`config.mk`:
```
export PLATFORM = sky130hd
export DESIGN_NAME = rmii_rx_deframer
export DESIGN_NICKNAME = d
export VERILOG_FILES = /design/src/rtl/rmii_rx_deframer.sv
export SDC_FILE = /design/constraint.sdc
export NUM_CORES = 1
export LEC_CHECK = 0
export ABC_AREA = 1
export CAP_MARGIN = 10
export CORE_AREA = 2 2 71 73
export CTS_CLUSTER_SIZE = 28
export DETAILED_ROUTE_END_ITERATION = 6
export DIE_AREA = 0 0 73 75
export PLACE_DENSITY = 0.82
export SKIP_LAST_GASP = 1
export SLEW_MARGIN = 20
export SYNTH_ARGS = -nofsm -noshare
export SYNTH_HDL_FRONTEND = slang
export SYNTH_SLANG_ARGS = --single-unit
```
`constraint.sdc`:
```
create_clock -name clk -period 2.15 [get_ports clk]
set_input_delay 0.43 -clock clk [delete_from_list [all_inputs] [get_ports clk]]
set_output_delay 0.43 -clock clk [all_outputs]
set_load 0.05 [all_outputs]
```
`src/rtl/rmii_rx_deframer.sv`:
```
// RMII receive deframer: strips preamble/SFD from CRS_DV/RXD dibits and
// assembles LSB-first payload bytes with SOF/EOF, length and error status.
module rmii_rx_deframer #(
    parameter int MIN_PREAMBLE_DIBITS = 4,
    parameter int MAX_FRAME_BYTES     = 1522,
    parameter int LEN_W               = 11
) (
    input  logic             clk,
    input  logic             rst,
    input  logic             crsdv,
    input  logic [1:0]       rxd,
    output logic [7:0]       byte_o,
    output logic             byte_valid_o,
    output logic             sof_o,
    output logic             eof_o,
    output logic             err_o,
    output logic [LEN_W-1:0] frame_len_o
);

    typedef enum logic [1:0] {IDLE, PREAMBLE, DATA, DROP} state_t;

    localparam logic [4:0]       PRE_MIN = 5'(MIN_PREAMBLE_DIBITS);
    localparam logic [LEN_W-1:0] LEN_MAX = LEN_W'(MAX_FRAME_BYTES);

    state_t           state_q, state_d;
    logic [4:0]       pre_cnt_q, pre_cnt_d;
    logic [1:0]       dibit_idx_q, dibit_idx_d;
    logic [7:0]       shreg_q, shreg_d;
    logic [LEN_W-1:0] len_q, len_d;
    logic             first_q, first_d;
    logic [7:0]       byte_q, byte_d;
    logic             byte_valid_q, byte_valid_d;
    logic             sof_q, sof_d;
    logic             eof_q, eof_d;
    logic             err_q, err_d;
    logic [LEN_W-1:0] frame_len_q, frame_len_d;

    // State, counters and output registers
    always_ff @(posedge clk or posedge rst) begin
        if (rst) begin
            state_q      <= IDLE;
            pre_cnt_q    <= 5'd0;
            dibit_idx_q  <= 2'd0;
            shreg_q      <= 8'd0;
            len_q        <= {LEN_W{1'b0}};
            first_q      <= 1'b0;
            byte_q       <= 8'd0;
            byte_valid_q <= 1'b0;
            sof_q        <= 1'b0;
            eof_q        <= 1'b0;
            err_q        <= 1'b0;
            frame_len_q  <= {LEN_W{1'b0}};
        end else begin
            state_q      <= state_d;
            pre_cnt_q    <= pre_cnt_d;
            dibit_idx_q  <= dibit_idx_d;
            shreg_q      <= shreg_d;
            len_q        <= len_d;
            first_q      <= first_d;
            byte_q       <= byte_d;
            byte_valid_q <= byte_valid_d;
            sof_q        <= sof_d;
            eof_q        <= eof_d;
            err_q        <= err_d;
            frame_len_q  <= frame_len_d;
        end
    end

    // Next-state and next-output logic; strobes default low every cycle
    always_comb begin
        state_d      = state_q;
        pre_cnt_d    = pre_cnt_q;
        dibit_idx_d  = dibit_idx_q;
        shreg_d      = shreg_q;
        len_d        = len_q;
        first_d      = first_q;
        byte_d       = byte_q;
        byte_valid_d = 1'b0;
        sof_d        = 1'b0;
        eof_d        = 1'b0;
        err_d        = 1'b0;
        frame_len_d  = {LEN_W{1'b0}};

        case (state_q)
            IDLE: begin
                if (crsdv && (rxd == 2'b01)) begin
                    state_d   = PREAMBLE;
                    pre_cnt_d = 5'd1;
                end else begin
                    state_d   = IDLE;
                end
            end
            PREAMBLE: begin
                if (!crsdv) begin
                    state_d = IDLE;
                end else begin
                    case (rxd)
                        2'b01: begin
                            if (pre_cnt_q != 5'd31) begin
                                pre_cnt_d = pre_cnt_q + 5'd1;
                            end else begin
                                pre_cnt_d = pre_cnt_q;
                            end
                        end
                        2'b11: begin
                            if (pre_cnt_q >= PRE_MIN) begin
                                state_d     = DATA;
                                dibit_idx_d = 2'd0;
                                len_d       = {LEN_W{1'b0}};
                                first_d     = 1'b1;
                            end else begin
                                state_d     = DROP;
                            end
                        end
                        default: state_d = DROP;
                    endcase
                end
            end
            DATA: begin
                if (!crsdv) begin
                    // A partially received byte or an empty payload marks the frame bad
                    state_d     = IDLE;
                    eof_d       = 1'b1;
                    frame_len_d = len_q;
                    err_d       = (dibit_idx_q != 2'd0) || (len_q == {LEN_W{1'b0}});
                end else begin
                    shreg_d     = {rxd, shreg_q[7:2]};
                    dibit_idx_d = dibit_idx_q + 2'd1;
                    if (dibit_idx_q == 2'd3) begin
                        if (len_q == LEN_MAX) begin
                            state_d     = DROP;
                            eof_d       = 1'b1;
                            err_d       = 1'b1;
                            frame_len_d = LEN_MAX;
                        end else begin
                            byte_d       = {rxd, shreg_q[7:2]};
                            byte_valid_d = 1'b1;
                            sof_d        = first_q;
                            first_d      = 1'b0;
                            len_d        = len_q + {{(LEN_W-1){1'b0}}, 1'b1};
                        end
                    end else begin
                        len_d = len_q;
                    end
                end
            end
            DROP: begin
                if (!crsdv) begin
                    state_d = IDLE;
                end else begin
                    state_d = DROP;
                end
            end
            default: state_d = IDLE;
        endcase
    end

    assign byte_o       = byte_q;
    assign byte_valid_o = byte_valid_q;
    assign sof_o        = sof_q;
    assign eof_o        = eof_q;
    assign err_o        = err_q;
    assign frame_len_o  = frame_len_q;

endmodule

```
# Word level (Yosys, flattened, before mapping)
# Cells that the tools add are included.
dict set report totals {
  ff_bits 52
  latch_bits 0
  ram_bits 0
  rom_bits 0
  input_bits 5
  out_inout_bits 23
  elab_cells 101
  memories 0
}
dict set report classes {
  add_sub_neg 3
  multipliers 0
  n_div 0
  magnitude_cmp 1
  eq_ne 20
  shift 0
  n_mux 51
  bitwise_logic 1
  n_reduce_logical 13
}
# op n
set op_table {}
lappend op_table {{$mux W11} 10}
lappend op_table {{$mux W1} 22}
lappend op_table {{$pmux W11 S2} 1}
lappend op_table {{$mux W5} 4}
lappend op_table {{$mux W2} 9}
lappend op_table {{$ne A2 B2 Y1 const B} 9}
lappend op_table {{$add A11 B1 Y11 const B} 1}
lappend op_table {{$eq A11 B11 Y1 const B} 1}
lappend op_table {{$logic_not A11 Y1} 1}
lappend op_table {{$pmux W5 S2} 1}
lappend op_table {{$reduce_and A5 Y1} 2}
lappend op_table {{$ne A3 B3 Y1 const B} 3}
lappend op_table {{$eq A2 B2 Y1 const B} 4}
lappend op_table {{$pmux W2 S2} 2}
lappend op_table {{$pmux W2 S4} 1}
lappend op_table {{$reduce_and A7 Y1} 1}
lappend op_table {{$reduce_bool A2 Y1} 3}
lappend op_table {{$add A5 B1 Y5 const B} 1}
lappend op_table {{$ge A5 B3 Y1 const B} 1}
lappend op_table {{$ne A5 B5 Y1 const B} 1}
lappend op_table {{$eq A2 B1 Y1 const B} 2}
lappend op_table {{$reduce_and A4 Y1} 1}
lappend op_table {{$reduce_and A3 Y1} 1}
lappend op_table {{$add A2 B1 Y2 const B} 1}
lappend op_table {{other kinds (6)} 6}

# Logic depth before layout (Yosys ltp)
dict set report depth {
  depth_word 5
  ltp_mapped 11
  depth_no_buf 11
}

# Worst setup path after synthesis
# OpenSTA, ideal clock, no wires.
dict set report synth_timing {
  kind {reg2reg}
  startpoint {register pre_cnt_q[0]}
  endpoint {register pre_cnt_q[3]}
  setup_time_ps 120
  arrival_ps 1507
  required_time_ps 2030
  setup_slack_ps 523
  stages_incl_launch_ff 10
  n_path_buf 0
  synth_period_minus_slack_ps 1627
  path_cell_list {dfrtp_1 > ha_1 > nand2_1 > nor2_1 > ha_1 > a21oi_1 > nand3_1 > inv_1 > nand2_1 > and3_1}
}
dict set report synth_between {
  elab_chain_cells 5
}
# item line_no
set synth_lines {}
lappend synth_lines {{start: declaration} 26} ;# logic [4:0] pre_cnt_q, pre_cnt_d;
lappend synth_lines {{start signal: assignment} 55} ;# pre_cnt_q <= pre_cnt_d;
lappend synth_lines {{$add A5 B1 Y5} 100} ;# pre_cnt_d = pre_cnt_q + 5'd1;
lappend synth_lines {{$mux W5} 99} ;# if (pre_cnt_q != 5'd31) begin
lappend synth_lines {{$mux W5} 97} ;# case (rxd)
lappend synth_lines {{$mux W5} 94} ;# if (!crsdv) begin
lappend synth_lines {{$pmux W5 S2} 84} ;# case (state_q)
# Several ways; a longest one is shown, not always the timed one. The select of a mux whose other input is x is not followed.
# A chain may end at the register's enable or synchronous reset.

# Worst setup path in the final report
dict set report layout_timing {
  startpoint {register byte_q[0] (netlist: byte_o[0])}
  endpoint {output byte_o[0]}
}
# item line_no
set layout_rtl {}
lappend layout_rtl {{start: declaration} 31} ;# logic [7:0] byte_q, byte_d;
lappend layout_rtl {{start signal: assignment} 60} ;# byte_q <= byte_d;
lappend layout_rtl {{end: declaration} 12} ;# output logic [7:0] byte_o,
# No word-level cell between the ends.

==> flow_summary.json <==
{
  "syn_area_per_cell_um2": 8.324,
  "setup_viol": 0,
  "core_um2": 4661,
  "hold_buffers": 0,
  "final_cell_area_um2": 2953,
  "drc_errors": 0,
  "overflow": 0,
  "ir_drop_uv": 499.2,
  "num_vias": 2038,
  "post_cts_buffers": 0,
  "die-area_um2": 5475,
  "post_dp_cell_area_um2": 2863,
  "p_seq_share_pct": 41.1,
  "fmax_mhz": 523.8,
  "hold_slack_ns": 0.4700,
  "hp-class": "in -> async",
  "ys_warn_count": 0,
  "cts-resized-gates": 0,
  "reg2reg_slack_ns": 0.32,
  "cp_slowest_cell": "clkdlybuf4s50_1",
  "synth_area_leaders": "dfrtp_1, nand2_1, nor2_1",
  "antenna_found_initial": 0,
  "synth_seq_area_share_pct": 48.80,
  "power_density_nw_per_um2": 1068,
  "period_needed_ns": 1.909,
  "fin_util_pct": 63.36,
  "total_power_mw": 3.153,
  "num_antenna_cells": 0,
  "clockPowerShare_pct": 17.3,
  "setup_ws_ns": 0.2409,
  "ios": 28,
  "dp_cells": 384,
  "synth_area_um2": 2564,
  "drt_iter0_markers": 242,
  "numPortBuffers": 27,
  "power.switching_mw": 1.364,
  "p_comb_share_pct": 41.6,
  "rows": 25,
  "status": "complete, no violations",
  "antenna_left": 0,
  "n_fill_cell": 398,
  "htree_levels": 2,
  "pre_cts_ws_ns": 0.2855,
  "insertion_delay_ns": 0.30,
  "r2r_cells": 9,
  "syn2layout_area_growth_pct": 15.18,
  "internal-power_mw": 1.790,
  "cts_tree": "yes",
  "worst_pin_slew_ns": 0.5031,
  "ys_ff_latch": 50,
  "cp_slowest_stage_delay_ns": 0.80,
  "final_cells": 392,
  "slew_violations": 0,
  "worst_r2r_startpoint": "pre_cnt_q[0]",
  "grt_pass1_wl_um": 8390,
  "yosysUniqueCellTypes": 30,
  "r2r-end": "pre_cnt_q[3]",
  "crit_buf_inv": 1,
  "syn_nets": 321,
  "fp.dieW_um": 73,
  "dieHeight_um": 75,
  "critPathCaptureType": "output port",
  "wl_per_cell_um": 12.23,
  "drive_gt1_share_pct": 10.95,
  "clkSinkCount": 50,
  "grt_pass1_vias": 1937,
  "cap_violations": 0,
  "required_ns": 1.72,
  "yosysTopAreaCellShare_pct": 48.80,
  "critPathLaunchType": "flip-flop",
  "wirelength_um": 4794,
  "p_sw_share_pct": 43.25,
  "grt_max_degree": 51,
  "initial_core_util_pct": 55.01,
  "grt_setup_unrepaired": "false",
  "synthCells": 308,
  "leakage_nw": 1.416,
  "worst-setup-path-type": "reg -> out",
  "final.setup_skew_ns": 0.009187,
  "crit_arrival_ns": 1.48,
  "layout_common_cells": "nand2_1, dfrtp_1, nor2_1, inv_1, clkdlybuf4s50_1",
  "numCtsBuffers": 5,
  "fin_tns_setup_ns": 0,
  "place_congestion": 0.8698,
  "dp_hpwl_um": 3458,
  "cts.clk_slew.worst_paths_ns": 0.10,
  "maxSlewHeadroom_pct": 66.35,
  "hold_viol": 0,
  "path_cells": "clkdlybuf4s50_1",
  "period_share_pct": 88.79,
  "track_usage_pct": 19.52,
  "cts_buffer_depth": 2,
  "crit_family": "buffers and inverters",
  "worst-path-max-fanout": 2,
  "drtPass1Iterations": 4,
  "vias_per_cell": 5.199,
  "cts-root-buf": "clkbuf_8",
  "final_common_cell": "nand2_1",
  "fin_nets": 350,
  "synth_area_leader_cell": "dfrtp_1"
}
==> worst max path at each step <==
stage	cells after the start	from	slack [ns]	end
6_report	1	byte_o[0]	0.24	byte_o[0]
2_1_floorplan	1	rst	0.52	byte_o[0]
3_3_place_gp	8	rxd[1]	0.32	len_q[8]
5_1_grt	9	pre_cnt_q[0]	0.10	pre_cnt_q[3]
3_5_place_dp	6	crsdv	0.29	state_q[0]
4_1_cts	1	byte_o[7]	0.24	byte_o[7]
==> registers in the layout, indices dropped and copies added (netlist names) <==
name          cells
state_q           2
frame_len_o      11
eof_o             1
pre_cnt_q         5
err_o             1
byte_o            8
shreg_q           6
first_q           1
sof_o             1
len_q            11
byte_valid_o      1
dibit_idx_q       2
==> synthesized netlist by cell type <==
library cell,instances
buf_12,1
nand2_1,86
nor2_2,2
nand2_2,4
inv_1,33
o21ai_1,1
nand3_4,1
buf_2,1
buf_4,1
nand2_8,1
nor2_8,1
a21oi_1,12
nor3b_1,1
o21ai_2,8
nand2_4,2
xor2_1,1
nand3_1,23
nand3_2,1
nor2_4,2
o22ai_1,1
ha_1,8
inv_2,3
buf_6,3
and3_1,1
nand4_1,5
dfrtp_1,50
nor2_1,37
o21ai_0,15
clkbuf_1,2
nor4_1,1
==> power by group through the flow <==
stage	sequential [mW]	clock (mW)	combinational, mW
after detailed placement	1.31	0	1.31
after floorplan	1.63	0	0.668
final	1.30	0.547	1.31
after global placement	1.30	0	1.28
after global routing	1.32	0.592	1.44
after CTS	1.30	0.553	1.32
==> layer usage <==
metal	GRT usage [%]	part of all wire [%]
met1	25.74	46
met2	31.73	47
met3	3.748	5.5
met4	8.230	1.5
met5	0	0
==> layout make-up <==
type | count | area (um^2) | area share [%]
Clock buffer | 5 | 68.82 | 2.331
Clock inverter | 3 | 21.27 | 0.7203
Inverter | 36 | 135.1 | 4.576
Multi-Input combinational cell | 214 | 1104 | 37.37
Sequential cell | 50 | 1251 | 42.37
Tap cell | 54 | 67.56 | 2.288
Timing Repair Buffer | 30 | 305.3 | 10.34
==> kinds of logic (layout without fill, tap and decap cells) <==
kind of cell | Yosys count | in the layout | synth area share [%]
flip-flops | 50 | 50 | 48.80
buffers and inverters | 44 | 74 | 8.150
XOR/XNOR | 1 | 1 | 0.3417
AO/OA/AOI/OAI | 37 | 37 | 8.443
AND/OR/NAND/NOR | 168 | 168 | 30.36
adder cells (fa/ha/maj) | 8 | 8 | 3.904
Power figures use the tool's default switching activity.
